<file path="src/rtl/rr_arbiter_ctrl.sv">
// Round-robin arbiter for 8 requesters sharing one resource.
// Rotating priority starts just after the last granted index. A grant is
// non-preemptive and ends when the owner releases it, drops its request, or
// (when MAX_HOLD is non-zero) after MAX_HOLD cycles with a timeout pulse.
// The owner's release strobe is named owner_release because "release" is a
// reserved word in SystemVerilog.
module rr_arbiter_ctrl #(
  parameter int N        = 8,
  parameter int MAX_HOLD = 16
) (
  input  logic                 clk,
  input  logic                 rst,
  input  logic [N-1:0]         req,
  input  logic                 owner_release,
  output logic [N-1:0]         grant,
  output logic [$clog2(N)-1:0] grant_idx,
  output logic                 grant_valid,
  output logic                 timeout
);

  localparam int IDX_W = $clog2(N);
  // At least one bit so the counter stays legal when timeouts are disabled.
  localparam int CNT_W = (MAX_HOLD == 0) ? 1 : $clog2(MAX_HOLD + 1);
  localparam logic [CNT_W-1:0] CNT_SAT  = CNT_W'(MAX_HOLD);
  localparam logic [CNT_W-1:0] CNT_LAST = CNT_W'(MAX_HOLD - 1);

  localparam logic [0:0] ST_IDLE = 1'b0;
  localparam logic [0:0] ST_BUSY = 1'b1;

  logic [0:0]       state;
  logic [IDX_W-1:0] ptr;
  logic [CNT_W-1:0] hold_cnt;
  logic [IDX_W-1:0] pick;
  logic             end_a;
  logic             end_b;

  // First set request scanning ptr+1, ptr+2, ... ptr; the index adder wraps
  // naturally because N is a power of two.
  function automatic logic [IDX_W-1:0] rr_pick(input logic [N-1:0] r,
                                               input logic [IDX_W-1:0] p);
    logic [IDX_W-1:0] idx;
    logic             found;
    rr_pick = p;
    found   = 1'b0;
    for (int k = 1; k <= N; k++) begin
      idx = p + IDX_W'(k);
      if (!found && r[idx]) begin
        rr_pick = idx;
        found   = 1'b1;
      end
    end
  endfunction

  function automatic logic [N-1:0] onehot(input logic [IDX_W-1:0] idx);
    onehot      = '0;
    onehot[idx] = 1'b1;
  endfunction

  // Next winner and the two ways a held grant can end.
  always_comb begin
    pick  = rr_pick(req, ptr);
    end_a = owner_release || !req[grant_idx];
    end_b = (MAX_HOLD != 0) && (hold_cnt == CNT_LAST);
  end

  // Arbitration FSM: grant from IDLE, hold in BUSY, one dead cycle between grants.
  always_ff @(posedge clk) begin
    if (rst) begin
      state       <= ST_IDLE;
      grant       <= '0;
      grant_idx   <= '0;
      grant_valid <= 1'b0;
      timeout     <= 1'b0;
      hold_cnt    <= '0;
      ptr         <= IDX_W'(N - 1);
    end else begin
      case (state)
        ST_IDLE: begin
          timeout <= 1'b0;
          if (|req) begin
            grant       <= onehot(pick);
            grant_idx   <= pick;
            grant_valid <= 1'b1;
            ptr         <= pick;
            hold_cnt    <= '0;
            state       <= ST_BUSY;
          end
        end
        ST_BUSY: begin
          // A normal end takes precedence over the timeout in the same cycle.
          if (end_a) begin
            grant       <= '0;
            grant_valid <= 1'b0;
            timeout     <= 1'b0;
            state       <= ST_IDLE;
          end else if (end_b) begin
            grant       <= '0;
            grant_valid <= 1'b0;
            timeout     <= 1'b1;
            state       <= ST_IDLE;
          end
          if (hold_cnt != CNT_SAT) begin
            hold_cnt <= hold_cnt + CNT_W'(1);
          end
        end
        default: begin
          state <= ST_IDLE;
        end
      endcase
    end
  end

endmodule

</file>
<file path="config.mk">
export PLATFORM = sky130hd
export DESIGN_NAME = rr_arbiter_ctrl
export DESIGN_NICKNAME = d
export VERILOG_FILES = /design/src/rtl/rr_arbiter_ctrl.sv
export SDC_FILE = /design/constraint.sdc
export NUM_CORES = 1
export LEC_CHECK = 0
export CORE_MARGIN = 2
export CORE_UTILIZATION = 50
export CTS_BUF_LIST = sky130_fd_sc_hd__clkbuf_2
export CTS_CLUSTER_DIAMETER = 40
export DETAILED_ROUTE_END_ITERATION = 12
export GPL_TIMING_DRIVEN = 0
export PLACE_DENSITY = 0.72
export SLEW_MARGIN = 20
export SYNTH_ARGS = -nofsm -noshare
export SYNTH_HDL_FRONTEND = slang
export SYNTH_SLANG_ARGS = --single-unit
</file>
<file path="constraint.sdc">
create_clock -name clk -period 4.65 [get_ports clk]
set_input_delay 1.395 -clock clk [delete_from_list [all_inputs] [get_ports clk]]
set_output_delay 1.395 -clock clk [all_outputs]
set_load 0.02 [all_outputs]
</file>
* Word-level counts from Yosys, hierarchy flattened *
Index checks and enable logic that the tools add are counted.

cells by class
  $add $sub $neg = 8
  mux-type cells = 53
  bitwise operators = 1
  order comparisons = 11
  equality and inequality tests = 5
  reductions and logical operators = 21

operator list
  operator             count
  $lt 3x4->1 const B   10
  $bmux 1 s3           9
  $mux 1               25
  $mux 3               8
  $mux 8               3
  $pmux 8 s2           1
  $add 3x3->3 const B  4
  $mux 5               2
  $pmux 5 s2           1
  $logic_and 1x1->1    8
  $logic_not 1->1      8
  $reduce_or 8->1      1
  $add 3x2->3 const B  2
  $pmux 1 s2           3
  $reduce_and 2->1     3
  $add 5x1->5 const B  1
  $eq 5x4->1 const B   1
  $ne 5x5->1 const B   1
  $add 3x1->3 const B  1
  $demux 1 s3          1
  $ge 3x1->1 const B   1
  $ne 3x1->1 const B   1
  $ne 2x1->1 const B   1
  $ne 2x2->1 const B   1
  2 further kinds      2

storage, ports and cells
  register bits after elaboration = 22
  bits of input ports = 11

* Logic depth before layout (Yosys ltp) *
Gate-level depths: netlist of the first run.

  depth in word-level cells = 31
  mapped depth = 12
  gate-level depth less buffers = 10

* Worst setup path before layout of the first run *
Ideal clock, no wire load.

  kind = input-to-reg
  start point = in req[1]
  end point = reg grant[0]
  buffers on the path = 1
  slack = 1.104 ns
  setup time = 0.117 ns
  arrival = 3.429 ns
  cell stages on the path = 8
  cells stage by stage = clkbuf_1 > mux4_2 > mux2i_4 > o211a_1 > nor4b_2 > nor4b_2 > a211o_2 > a32o_1

between the ends
  cells in the longest elaborated chain, start to end = 30
  elaborated cells between the ends (all ways) = 61
  classes of those cells = 2 x order compare; 2 x eq/ne; 38 x mux; 19 x reduce/logical

RTL lines
  item                                                                   RTL line  RTL
  from (decl)                                                            13        input logic [N-1:0] req,
  $bmux 1 s3                                                             47        if (!found && r[idx]) begin
  $mux 1 (not written as such)                                           47
  $mux 1                                                                 47
  $logic_not 1->1                                                        47
  $logic_and 1x1->1                                                      47
  $mux 1                                                                 47
  $logic_not 1->1                                                        47
  $logic_and 1x1->1                                                      47
  [... 14 more ...]                                                      -
  $logic_and 1x1->1                                                      47
  $mux 3                                                                 47
  $lt 3x4->1 (not written as such) / $ge 3x1->1 (equally long branches)  56        onehot[idx] = 1'b1;
  $logic_and 1x1->1 (not written as such)                                56
  $mux 1 (not written as such)                                           56
  $demux 1 s3                                                            56
  $mux 8                                                                 80        if (|req) begin
  $pmux 8 s2                                                             77        case (state)
  to (signal assigned)                                                   81        grant <= onehot(pick);
  to (decl)                                                              15        output logic [N-1:0] grant,

Parallel ways exist; a longest one is shown, timed or not. The select of a mux whose other input is x is not followed.
A chain may end at the register's enable or synchronous reset.

* Worst setup path in the final report of the first run *
  start point = in req[3]
  end point = reg grant[2]

Same word-level chain as after synthesis.

==> results of run 1 <==
final timing paths:
path / slack (ns) / cells past startpoint / to / start
setup / recovery: 0.48 / 10 / grant[2] / req[3]
hold / removal: 0.46 / 2 / grant[6] / grant[6]
setup reg to reg: 0.83 / 12 / grant[2] / ptr[0]
hold reg to reg: 0.46 / 2 / grant[6] / grant[6]
critical path: stages:
cell             delay [ns]
clkdlybuf4s50_1        0.49
clkbuf_1               0.38
mux2i_1                0.15
mux4_2                 0.53
nor2_1                 0.18
nor4_1                 0.09
o41ai_2                0.39
nor4b_2                0.11
a211oi_2               0.49
a32o_1                 0.25
kinds of logic (layout without fill, tap and decap cells):
kind of cell	count (synthesis)	count (layout)	share of synthesized area (%)
muxes	34	34	25.5
xor gates and xnor gates	6	6	2.89
buffers and inverters	18	44	4.39
and+or+nand+nor	83	83	21.3
adders and majority gates	5	5	3.00
DFF	22	22	21.2
AOI/OAI and AO/OA	61	61	21.7
power by group:
| part | internal [µW] | switching (µW) |
|---|---|---|
| clock network | 74.1 | 60.5 |
| registers | 236 | 39.3 |
| logic | 623 | 808 |
stage by stage:
step                      setup slack, ns  total power, µW  utilization, %  hold slack (ns)  instance area, µm²
after floorplan                      1.10             1360               -            0.460                2080
after global placement              0.271             1670            59.1            0.437                2360
after detailed placement            0.201             1690            59.1            0.438                2360
after CTS                           0.553             1830            60.2            0.462                2410
after global routing                0.447             1960            60.2            0.494                2410
final                               0.481             1840            60.2            0.458                2410
state kept, by name (all words and copies together) (netlist names):
| register | count |
|---|---|
| timeout | 1 |
| grant | 8 |
| grant_valid | 1 |
| state | 1 |
| hold_cnt | 5 |
| grant_idx | 3 |
| ptr | 3 |
metal layers:
layer | track usage, % | wire, µm | vias up
li1 | - | - | 946
met1 | 31.3 | 2320 | 913
met2 | 42.7 | 2630 | 59
met3 | 1.79 | 217 | 9
met4 | 8.50 | 89 | 0
met5 | 0 | 0 | -
area by class of cell:
class / count / area [µm²] / area share [%]
multi-input combinational: 189 / 1550 / 64.3
clock inverter: 1 / 30.0 / 1.25
timing repair buffer: 22 / 220 / 9.14
tap: 50 / 62.6 / 2.60
buffer: 11 / 65.1 / 2.70
inverter: 7 / 26.3 / 1.09
clock buffer: 3 / 15.0 / 0.623
sequential: 22 / 440 / 18.3
cells in the mapped netlist, drive strengths merged, types with 6 or more instances:
cell,instances
nor2,18
nand3,10
nor3,14
mux4,13
nand2,20
dfxtp,22
buf,6
o21ai,12
inv,6
mux2i,11
mux2,10
a21oi,12
==> run metrics, run 1 <==
run status complete, no violations; Total GRT Usage 24.3%; Tmin final 4.17 ns; Worst-Margin Slew 0.689 ns; Root Buffer clkbuf_2; final setup TNS 0 ns; largest net degree at the start of global routing 14; # IOs 24; final hold violation count 0; area fraction of the dominant cell type after synthesis 21.2%; Pleak 0.000872 µW; Core Area 4000 µm²; FMAX 240 MHz; Max Cap Viol 0; initial antenna violation count 0; Data arrival, critical path 4.46 ns; first-pass GRT wire length 8750 µm; Post-Syn Area per Cell 9.09 µm²; Setup-failing EPs final 0; sequential area share after synthesis 21.2%; die area 4700 µm²; maximum VDD drop 0.403 mV; Iter 0 DRT Violations 183; post-synth cell types 60; Crit. End Element register; Clock Latency Late Sink 0.34 ns; largest cells by area after synthesis dfxtp_1 21%, mux4_2 14%, mux2i_1 4.8%, nand2_1 3.6%, mux2_2 3.2%; Post-synth top flop dfxtp_1; Placer Congestion 0.859; Placed Cells 301; First-pass DRT Iterations 4; antenna-violating nets left 0; Slew Limit Fails 0; # hold bufs at CTS 0; Netlist Area Pre-Place 2080 µm²; Starting Density 52.0%; Area Overhead vs Synth 15.7%; CTS H-tree depth 1; ANT cells 0; Synth Register Bits 22; postcts setup bufs 0; commonest non-fill, non-tap cells in the layout 22 x dfxtp_1, 22 x clkdlybuf4s50_1, 20 x nand2_1, 17 x nor2_1, 13 x mux4_2; clock transition at the registers of the reported paths 0.22 ns; std cell rows 23; Max FO, Critical Path 10; final wirelength 5260 µm; fraction of layout cells with a size suffix above 1 17.6%; final worst path period share 89.6%; Post-DP HPWL 3960 µm; area leader, netlist dfxtp_1; number of global-route vias before repair 1891; RSZ-0062 raised after global routing false; DIE WIDTH 68.5 µm; Port Buffers 22; die height 68.5 µm; Worst Hold Class reg -> reg; CTS resizes 0; drt via density 6.32; kind of critical path in -> reg; CTS max path bufs 2; Num CTS Buffers 3; DRC violations left 0; layout net count 272; gr ovfl total 0; Clock Skew 0.0106 ns; fillers 358; fin cells 305; Post-Syn Nets 245; Pwr per Cell Area 764 nW/µm²; Critical Path RT 4.94 ns; ys async rst share 0%; CP startpoint kind primary input; per-cell routed wire length 17.2 µm; CTS tree built; Yosys warnings 0; number of synthesized flops with an enable pin 0; Slew headroom 53.8%; via count 1927; clock tree sinks 22; Mapped Cells 229
Note: power is estimated with default switching activity, not from simulation.
==> run 2, diff against run 1 <==
--- a/config.mk
+++ b/config.mk
@@ -6,12 +6,11 @@
 export NUM_CORES = 1
 export LEC_CHECK = 0
 export CORE_MARGIN = 2
-export CORE_UTILIZATION = 50
+export CORE_UTILIZATION = 40
 export CTS_BUF_LIST = sky130_fd_sc_hd__clkbuf_2
 export CTS_CLUSTER_DIAMETER = 40
 export DETAILED_ROUTE_END_ITERATION = 12
 export GPL_TIMING_DRIVEN = 0
-export PLACE_DENSITY = 0.72
 export SLEW_MARGIN = 20
 export SYNTH_ARGS = -nofsm -noshare
 export SYNTH_HDL_FRONTEND = slang
==> run metrics, run 2 (synthesis gave the netlist of run 1 again) <==
Pleak 0.000859 µW (-1.4%); fin util 47.5% (-13 points); Largest register FFs 8 (unchanged); Clk pwr share 4.3% (-3.0 points); CP startpoint kind primary input; run status complete, no violations; Max FO, Critical Path 10 (unchanged); sw frac 50.6% (+1.3 points); # hold bufs at CTS 0 (unchanged); CTS tree built; Slew Limit Fails 0 (unchanged); ANT cells 0 (unchanged); FMAX 247 MHz (+2.9%); Max Cap Viol 0 (unchanged); CTS max path bufs 2 (unchanged); layout net count 272 (unchanged); Iter 0 DRT Violations 198 (+8.2%); gr ovfl total 0 (unchanged); Tmin final 4.05 ns (-0.119 ns); Logic pwr share 80.1% (+2.4 points); fraction of layout cells with a size suffix above 1 17.3% (-0.39 points); per-cell routed wire length 15.9 µm (-7.8%); final worst path period share 87.1% (-2.6 points); net switching power 901 µW (-0.75%); initial antenna violation count 0 (unchanged); Slew headroom 51.5% (-2.3 points); worst reg2reg startpoint ptr[0]; Core Area 5070 µm² (+27%); Setup-failing EPs final 0 (unchanged); antenna-violating nets left 0 (unchanged); Worst R2R Setup Slack 0.82 ns (about the same); First-pass DRT Iterations 4 (unchanged); Top reg by flops grant; postcts setup bufs 0 (unchanged); Starting Density 41.0% (-11 points); drt via density 5.78 (-8.4%); r2r endpoint grant[2]; Crit. End Element register; Clock Skew 0.0150 ns (+0.00438 ns); Worst-Margin Slew 0.722 ns (+0.0335 ns); die height 76.1 µm (+11%); number of global-route vias before repair 1845 (-2.4%); Total GRT Usage 18.6% (-5.7 points); # IOs 24 (unchanged); RSZ-0062 raised after global routing false; clock tree sinks 22 (unchanged); Reg2Reg Depth 12 (unchanged); largest net degree at the start of global routing 13 (-1); Post-DP HPWL 3980 µm (+0.39%); CTS resizes 0 (unchanged); final wirelength 5170 µm (-1.8%); kind of critical path in -> reg; Hold Path Depth 2 (unchanged); via count 1880 (-2.4%); DIE WIDTH 76.1 µm (+11%); Clock Latency Late Sink 0.34 ns (about the same); DRC violations left 0 (unchanged); std cell rows 26 (+13%); Num CTS Buffers 3 (unchanged); Port Buffers 22 (unchanged); endpoint of the worst hold path grant[4]; Placer Congestion 0.873 (+1.5%); CTS H-tree depth 1 (unchanged); Area Overhead vs Synth 15.7% (about the same); Pwr per Cell Area 738 nW/µm² (-3.3%); Largest regs grant x8, hold_cnt x5; Data arrival, critical path 4.32 ns (-0.14 ns); final setup TNS 0 ns (unchanged); clock transition at the registers of the reported paths 0.21 ns (about the same); Flop pwr share 15.5% (+0.5 points); maximum VDD drop 0.347 mV (-14%); die area 5800 µm² (+23%); Root Buffer clkbuf_2; Hold Path Origin grant[4]; Critical Path RT 4.92 ns (-0.02 ns); final hold violation count 0 (unchanged); internal power 878 µW (-5.9%); Worst Hold Class reg -> reg; commonest non-fill, non-tap cells in the layout 22 x dfxtp_1, 22 x clkdlybuf4s50_1, 20 x nand2_1, 17 x nor2_1, 13 x mux4_2; first-pass GRT wire length 9060 µm (+3.5%)
==> run 2: worst max-delay path by stage <==
stage,slack [ns],cells after the start,start,to
4_1_cts,0.59,10,req[3],grant[2]
2_1_floorplan,1.10,8,req[1],grant[0]
6_report,0.60,9,req[7],grant[2]
5_1_grt,0.40,9,req[7],grant[2]
3_5_place_dp,0.23,9,req[5],grant[1]
3_3_place_gp,0.22,9,req[7],grant[0]
==> run 2: layer usage <==
layer  wire length (µm)  share of wire, %  GRT usage [%]
met3                285               5.5           1.18
met2               2500                48           31.3
met4                 74               1.4           4.55
met1               2310                45           26.2
met5                  0                 0              0
==> run 2: worst max-delay path, stage by stage <==
cell             delay (ns)
clkdlybuf4s50_1        0.58
mux4_2                 0.61
mux2i_4                0.26
o211a_1                0.26
nor4b_2                0.36
o21ai_0                0.14
o21ai_1                0.29
nor2_1                 0.13
a32o_1                 0.28
==> run 2: area by class of cell <==
cell class / instances / area, µm²
repair buffers: 22 / 220
well taps: 70 / 87.6
multi-input cells: 189 / 1550
flip-flops and latches: 22 / 440
clock buffers: 3 / 15.0
plain buffers: 11 / 65.1
clock inverters: 1 / 3.75
fillers: 514 / 2670
inverters: 7 / 26.3
==> run 2: per-stage QoR <==
stage               setup slack [ns]  hold WS (ns)  cells  cell area (µm²)  total power, µW
floorplan                       1.10         0.460    229             2080             1360
global placement               0.217         0.438    321             2390             1690
detailed placement             0.232         0.441    321             2390             1690
CTS                            0.593         0.466    325             2410             1770
global route                   0.397         0.501    325             2410             1920
finish                         0.601         0.463    325             2410             1780
==> run 2: power groups by stage <==
stage | registers, µW | clock network, µW | logic, µW
after floorplan | 313 | 0 | 1050
after global placement | 281 | 0 | 1410
after detailed placement | 281 | 0 | 1410
after CTS | 278 | 78.3 | 1420
after global routing | 285 | 87.4 | 1550
final | 276 | 77.2 | 1430
